===== src/rtl/gp_fetch_unit.sv =====
// Instruction fetch front-end: drives the program ROM word address,
// tags each returned word with its byte PC and buffers it for decode.
module gp_fetch_unit #(
   parameter logic [31:0] RESET_PC = 32'h00000000,
   parameter int          DEPTH    = 2
) (
   input  logic        clk,
   input  logic        rst,
   output logic [29:0] rom_addr,
   input  logic [31:0] rom_inst,
   input  logic        redirect_valid,
   input  logic [31:0] redirect_pc,
   output logic        out_valid,
   input  logic        out_ready,
   output logic [31:0] out_inst,
   output logic [31:0] out_pc
);

   localparam int CW = $clog2(DEPTH + 1);
   localparam int PW = (DEPTH > 1) ? $clog2(DEPTH) : 1;
   localparam logic [29:0] RESET_WORD = RESET_PC[31:2];

   logic [29:0]   fetch_word;
   logic          inflight;
   logic [29:0]   inflight_word;

   logic [31:0]   buf_inst [DEPTH];
   logic [29:0]   buf_word [DEPTH];
   logic [PW-1:0] head;
   logic [PW-1:0] tail;
   logic [CW-1:0] count;

   logic          pop;
   logic          push;
   logic          issue;
   logic [CW:0]   occ;
   logic          unused_bits;

   function automatic logic [PW-1:0] ptr_next(input logic [PW-1:0] p);
      if (p == PW'(DEPTH - 1))
         return '0;
      else
         return p + PW'(1);
   endfunction

   assign unused_bits = ^redirect_pc[1:0];

   assign rom_addr  = fetch_word;
   assign out_valid = (count != '0);
   assign out_inst  = buf_inst[head];
   assign out_pc    = {buf_word[head], 2'b00};

   assign pop  = out_valid & out_ready;
   assign push = inflight & ~redirect_valid;

   // Occupancy counts the word still in flight so the buffer never overflows.
   always_comb begin
      occ   = {1'b0, count} + (CW+1)'(inflight) - (CW+1)'(pop);
      issue = ~redirect_valid & (occ < (CW+1)'(DEPTH));
   end

   always_ff @(posedge clk) begin
      if (rst) begin
         fetch_word    <= RESET_WORD;
         inflight      <= 1'b0;
         inflight_word <= '0;
      end else if (redirect_valid) begin
         fetch_word    <= redirect_pc[31:2];
         inflight      <= 1'b0;
      end else if (issue) begin
         fetch_word    <= fetch_word + 30'd1;
         inflight      <= 1'b1;
         inflight_word <= fetch_word;
      end else begin
         inflight      <= 1'b0;
      end
   end

   // A redirect flushes everything, including any head popped this cycle.
   always_ff @(posedge clk) begin
      if (rst) begin
         head  <= '0;
         tail  <= '0;
         count <= '0;
         for (int i = 0; i < DEPTH; i++) begin
            buf_inst[i] <= '0;
            buf_word[i] <= '0;
         end
      end else if (redirect_valid) begin
         head  <= '0;
         tail  <= '0;
         count <= '0;
      end else begin
         if (push) begin
            buf_inst[tail] <= rom_inst;
            buf_word[tail] <= inflight_word;
            tail           <= ptr_next(tail);
         end
         if (pop)
            head <= ptr_next(head);
         unique case ({push, pop})
            2'b10:   count <= count + CW'(1);
            2'b01:   count <= count - CW'(1);
            default: count <= count;
         endcase
      end
   end

endmodule


===== config.mk =====
export PLATFORM = sky130hd
export DESIGN_NAME = gp_fetch_unit
export DESIGN_NICKNAME = d
export VERILOG_FILES = /design/src/rtl/gp_fetch_unit.sv
export SDC_FILE = /design/constraint.sdc
export NUM_CORES = 1
export LEC_CHECK = 0
export ABC_AREA = 1
export BUFFER_PORTS_ARGS = -buffer_cell sky130_fd_sc_hd__buf_2
export CAP_MARGIN = 20
export CORE_MARGIN = 4
export CORE_UTILIZATION = 47
export CTS_BUF_LIST = sky130_fd_sc_hd__clkbuf_8
export DETAILED_ROUTE_END_ITERATION = 10
export PLACE_DENSITY = 0.77
export SLEW_MARGIN = 20
export SYNTH_ARGS = -nofsm -noshare
export SYNTH_HDL_FRONTEND = slang
export SYNTH_SLANG_ARGS = --single-unit

===== constraint.sdc =====
create_clock -name clk -period 2.8 [get_ports clk]
set_input_delay 0.42 -clock clk [delete_from_list [all_inputs] [get_ports clk]]
set_output_delay 0.42 -clock clk [all_outputs]
set_load 0.05 [all_outputs]

Word-level counts from Yosys, hierarchy flattened. Memories as Yosys holds them, arrays and structs flattened. A register that Yosys moved wholly into a read port is not among the register bits. Index checks and enable logic that the tools add are counted.

Reduce and logical (&&, ||, !) cells: 7. Eq/ne operators: 2. Add/subtract/negate cells: 7. Bitwise operators: 4. $lt $le $gt $ge: 1. Mux-type cells: 22.

Operators with widths (number): 30-bit 2-to-1 mux (3); 32-bit 2-to-1 mux (1); 32-bit OR reduction (1); 30-bit by 1-bit adder with 30-bit output, second input constant (1); 30-bit OR reduction (1); 1-bit 2-to-1 mux (17); 2-bit nonzero test (3); 2-bit one-hot mux with 2 select lines (1); 2-bit by 1-bit adder with 3-bit output (1); 1-bit AND (3); 3-bit by 2-bit less-than comparator with 1-bit output, second input constant (1); 3-bit by 1-bit subtractor with 3-bit output (1); 1-bit adder, second input constant (2); 2-bit by 1-bit adder with 2-bit output, second input constant (1); 2-bit by 1-bit == test with 1-bit output, second input constant (1); 2-bit == test, second input constant (1); 2-bit AND reduction (1); 2-bit OR reduction (1); 2-bit by 1-bit subtractor with 2-bit output, second input constant (1); 1-bit NOT (1).

Output and inout bits: 95. Bits in writable memories: 124. Register bits after elaboration: 65. Memories: 2. Word-level logic and storage cells: 51.

Memory list: buf_inst (depth 2, width 32, read ports 1, clocked after Yosys merged registers in 1, write ports 2, RTL line 27) `logic [31:0] buf_inst [DEPTH];`; buf_word (depth 2, width 30, read ports 1, clocked after Yosys merged registers in 1, write ports 2, RTL line 28) `logic [29:0] buf_word [DEPTH];`.

Logic depth before layout (Yosys ltp).
Depth after elaboration: 8. Depth in mapped cells: 18. Mapped depth without buffers: 17.

Worst setup path after synthesis. OpenSTA, ideal clock, no wires.

Kind: input to register. From: input port rst. To: memory buf_inst[1][0] (enable). Slack: -0.145 ns. Path buffers: 2. Stages on the path: 5. Arrival: 2.523 ns. Setup time: 0.421 ns. Cells stage by stage: buf_2 > nor2_1 > nand3_1 > clkbuf_1 > nand2_1.

RTL lines: start, declared (RTL line 8) `input logic rst,`; end, declared (RTL line 27).

Final worst setup path.
From: register count[1]. To: register fetch_word[18], in the netlist rom_addr[18].

Longest elaborated chain between the ends: 6.

RTL lines: start, declared (RTL line 31) `logic [CW-1:0] count;`; start signal, assigned (RTL line 102) `2'b10: count <= count + CW'(1);`; start signal, assigned (RTL line 103) `2'b01: count <= count - CW'(1);`; start signal, assigned (RTL line 104) `default: count <= count;`; 2-bit nonzero test (RTL line 49) `assign out_valid = (count != '0);`; 1-bit AND (RTL line 53) `assign pop = out_valid & out_ready;`; net pop (RTL line 33) `logic pop;`; 3-bit by 1-bit subtractor with 3-bit output (RTL line 58) `occ = {1'b0, count} + (CW+1)'(inflight) - (CW+1)'(pop);`; 3-bit by 2-bit less-than comparator with 1-bit output (RTL line 59) `issue = ~redirect_valid & (occ < (CW+1)'(DEPTH));`; 1-bit AND (RTL line 59); 2-bit nonzero test (no line); end signal, assigned (RTL line 68) `fetch_word <= redirect_pc[31:2];`; end signal, assigned (RTL line 71) `fetch_word <= fetch_word + 30'd1;`; end, declared (RTL line 23) `logic [29:0] fetch_word;`.

The timed path passes the listed nets, and every way through them passes these cells. A chain may end at the register's enable or synchronous reset.

==> flow_metrics.py <==
metrics = {
    "status": {
        "status": "finished, final reports clean",
    },
    "power": {
        "power_density_nw_per_um2": 552,
        "leakagePower_uw": 0.00473,
        "ir_drop_uv": 295,
    },
    "die": {
        "initial_core_util": 0.480,
        "die_y_um": 146,
        "dieArea_sq_um": 21400,
        "io_pins": 163,
        "rows": 50,
        "coreArea_sq_um": 18800,
        "die_w_um": 146,
    },
    "sta": {
        "finalCriticalPeriod_ps": 2670,
        "drv_slew": 0,
        "fin_skew_ps": 18.7,
        "max_freq_mhz": 374,
        "hold_viol_final": 0,
        "final-setup-viol-count": 0,
        "slew_headroom": 0.528,
        "worst_slack_ps": 128,
        "finalCritPeriodShare": 0.954,
        "worst_pin_slew_ps": 708,
    },
    "synth": {
        "synth_area_leader_cell": "edfxtp_1",
        "ys_seq_area_frac": 0.560,
        "ys_warn_count": 0,
        "synth_area_leaders": "edfxtp_1, dfxtp_1, mux2_2",
        "async_reset_ff_frac": 0,
        "ys_seq_elements": 190,
        "syn_area_per_cell_sq_um": 9.53,
        "synth_edf_count": 124,
        "yosys.area.top_type_share": 0.413,
        "netlist_area_sq_um": 9010,
        "synth_cell_types": 37,
        "synth-main-ff-cell": "edfxtp_1",
        "synth_cells": 945,
    },
    "final_layout": {
        "fin_util": 0.568,
        "fill_cells": 1644,
        "n_antenna_cell": 0,
        "multi_input_area_sq_um": 3260,
        "instances_no_fill": 1354,
        "area_growth_syn_to_layout_pct": 18.3,
        "regArea_sq_um": 5050,
        "layout-drive-gt1-share": 0.295,
        "final_common_cell": "nor2_1",
        "final_cell_mix": "nor2_1, buf_2, nand2_1",
        "final_nets": 1179,
    },
    "global_route": {
        "antenna_found_initial": 0,
        "grt_overflow_total": 0,
        "grt_max_degree": 63,
        "grt_usage": 0.182,
        "grt_pass1_vias": 6402,
        "grt_pass1_wl_um": 31400,
    },
    "detailed_routing": {
        "ant_nets": 0,
        "vias": 6664,
        "wl_um": 20000,
        "detail_route.wl_per_cell_um": 14.8,
        "drtIter0Drc": 370,
        "remaining_drc_errors": 0,
        "firstDrtPassIters": 7,
        "via_per_inst": 4.92,
    },
    "setup_path": {
        "cp_common_cell": "nand2_2",
        "crit_arrival_ps": 3030,
        "required_ps": 3150,
        "cp_max_fo": 20,
        "endpoint_kind": "register",
        "cp_slowest_cell": "fa_1",
        "start_kind": "register",
        "critPathMaxStageDelay_ps": 570,
        "critPathKind": "register to register",
        "cp_cell_sequence": "inv_4 -> nand2_2 -> nand2_2 -> inv_2 -> ha_4 -> inv_1 -> nand2_2 -> fa_1 -> inv_2 -> a21oi_4 -> buf_4 -> nand2_2 -> buf_4 -> nand3_1 -> nand2_1 -> nand3b_1 -> nand2_1 -> inv_1",
    },
    "placed_design": {
        "dp_hpwl_um": 13100,
        "gp_congestion": 0.847,
        "place_ws_ps": 67.2,
        "dpl.cell_count": 1309,
        "port_buffers": 158,
    },
    "clock_tree": {
        "clk_pin_slew_worst_paths_ps": 100,
        "cts_htree_levels": 4,
        "holdBufCountCts": 0,
        "cts_sinks": 190,
        "cts_buffer_depth": 2,
        "cts_tree": "built",
        "root_buffer": "clkbuf_8",
        "worstSkewPairLatency_ps": 460,
        "cts_buffers": 17,
    },
    "hold_path": {
        "worst_hold_path_type": "primary input to register",
    },
    "run": {
        "max-cap-violations": 0,
    },
}
## logic make-up after synthesis
logic type	count (synthesis)	synth area share
other cells	1	0.000416
buf+inv	177	0.0849
mux	62	0.0775
fa+ha+maj	4	0.00639
xor+xnor	9	0.00875
compound gates	67	0.0492
flops	190	0.560
simple gates	435	0.213
## what timing repair did
| action | CTS | global route |
|---|---|---|
| resized for setup | 0 | 16 |
| buffers inserted | 0 | 8 |
| setup endpoints to repair | 0 | 39 |
## where the power goes
group	internal, uW	leakage (uW)	total (uW)	switching [uW]
clock network	833	0.000209	1770	940
registers	3120	0.00183	3210	84.9
logic	275	0.00269	905	630
total	4230	0.00473	5880	1650
## final timing paths
check             slack [ps]          endpoint  cells after the start        startpoint
setup reg to reg         130      rom_addr[18]                     18          count[1]
hold / removal           220       rom_addr[5]                      3    redirect_pc[7]
setup / recovery         130      rom_addr[18]                     18          count[1]
hold reg to reg          490  inflight_word[8]                      2  inflight_word[8]
## critical path: cells and delay by family (launching register included)
kind	cells	cell delay, ps
compound gates	1	170
fa+ha+maj	2	760
buf+inv	7	610
flops	1	390
simple gates	8	620
## sequential cells by signal, summed over array words and instances (netlist names), named ones only
| signal | count |
|---|---|
| rom_addr | 30 |
| buf_inst | 64 |
| count | 2 |
| inflight_word | 30 |
| inflight | 1 |
| head | 1 |
| buf_word | 60 |
| tail | 1 |
## Yosys cell counts (6+ instances only)
master	number
nand3b_1	11
mux2_2	62
inv_1	129
a21oi_1	22
nor2_2	6
nor2_1	179
o21ai_0	22
nand2_1	156
nand3_1	56
buf_4	6
edfxtp_1	124
a211oi_2	10
nor2_4	16
dfxtp_1	66
clkbuf_1	13
xnor2_1	6
buf_2	18
## per-layer routing
layer	GRT usage	part of all wire
met2	0.307	0.49
met5	0	0
met3	0.0354	0.055
met1	0.236	0.44
met4	0.0602	0.015
## per-stage QoR
stage          hold WS [ps]  instance area [sq um]  TNS [ps]  total power [uW]
6_report                218                  10700         0              5880
5_1_grt                 218                  10700     -16.3              6130
3_3_place_gp            436                  10100         0              4120
4_1_cts                 183                  10400         0              5890
2_1_floorplan           422                   9020         0              3900
3_5_place_dp            436                  10100         0              4130
## area by class of cell
| class | instances | share of cell area |
|---|---|---|
| clock inverter | 13 | 0.0116 |
| timing repair buffer | 184 | 0.109 |
| sequential | 190 | 0.474 |
| multi-input combinational | 580 | 0.306 |
| inverter | 134 | 0.0482 |
| clock buffer | 19 | 0.0245 |
| tap | 234 | 0.0275 |
Power figures use the tool's default switching activity.
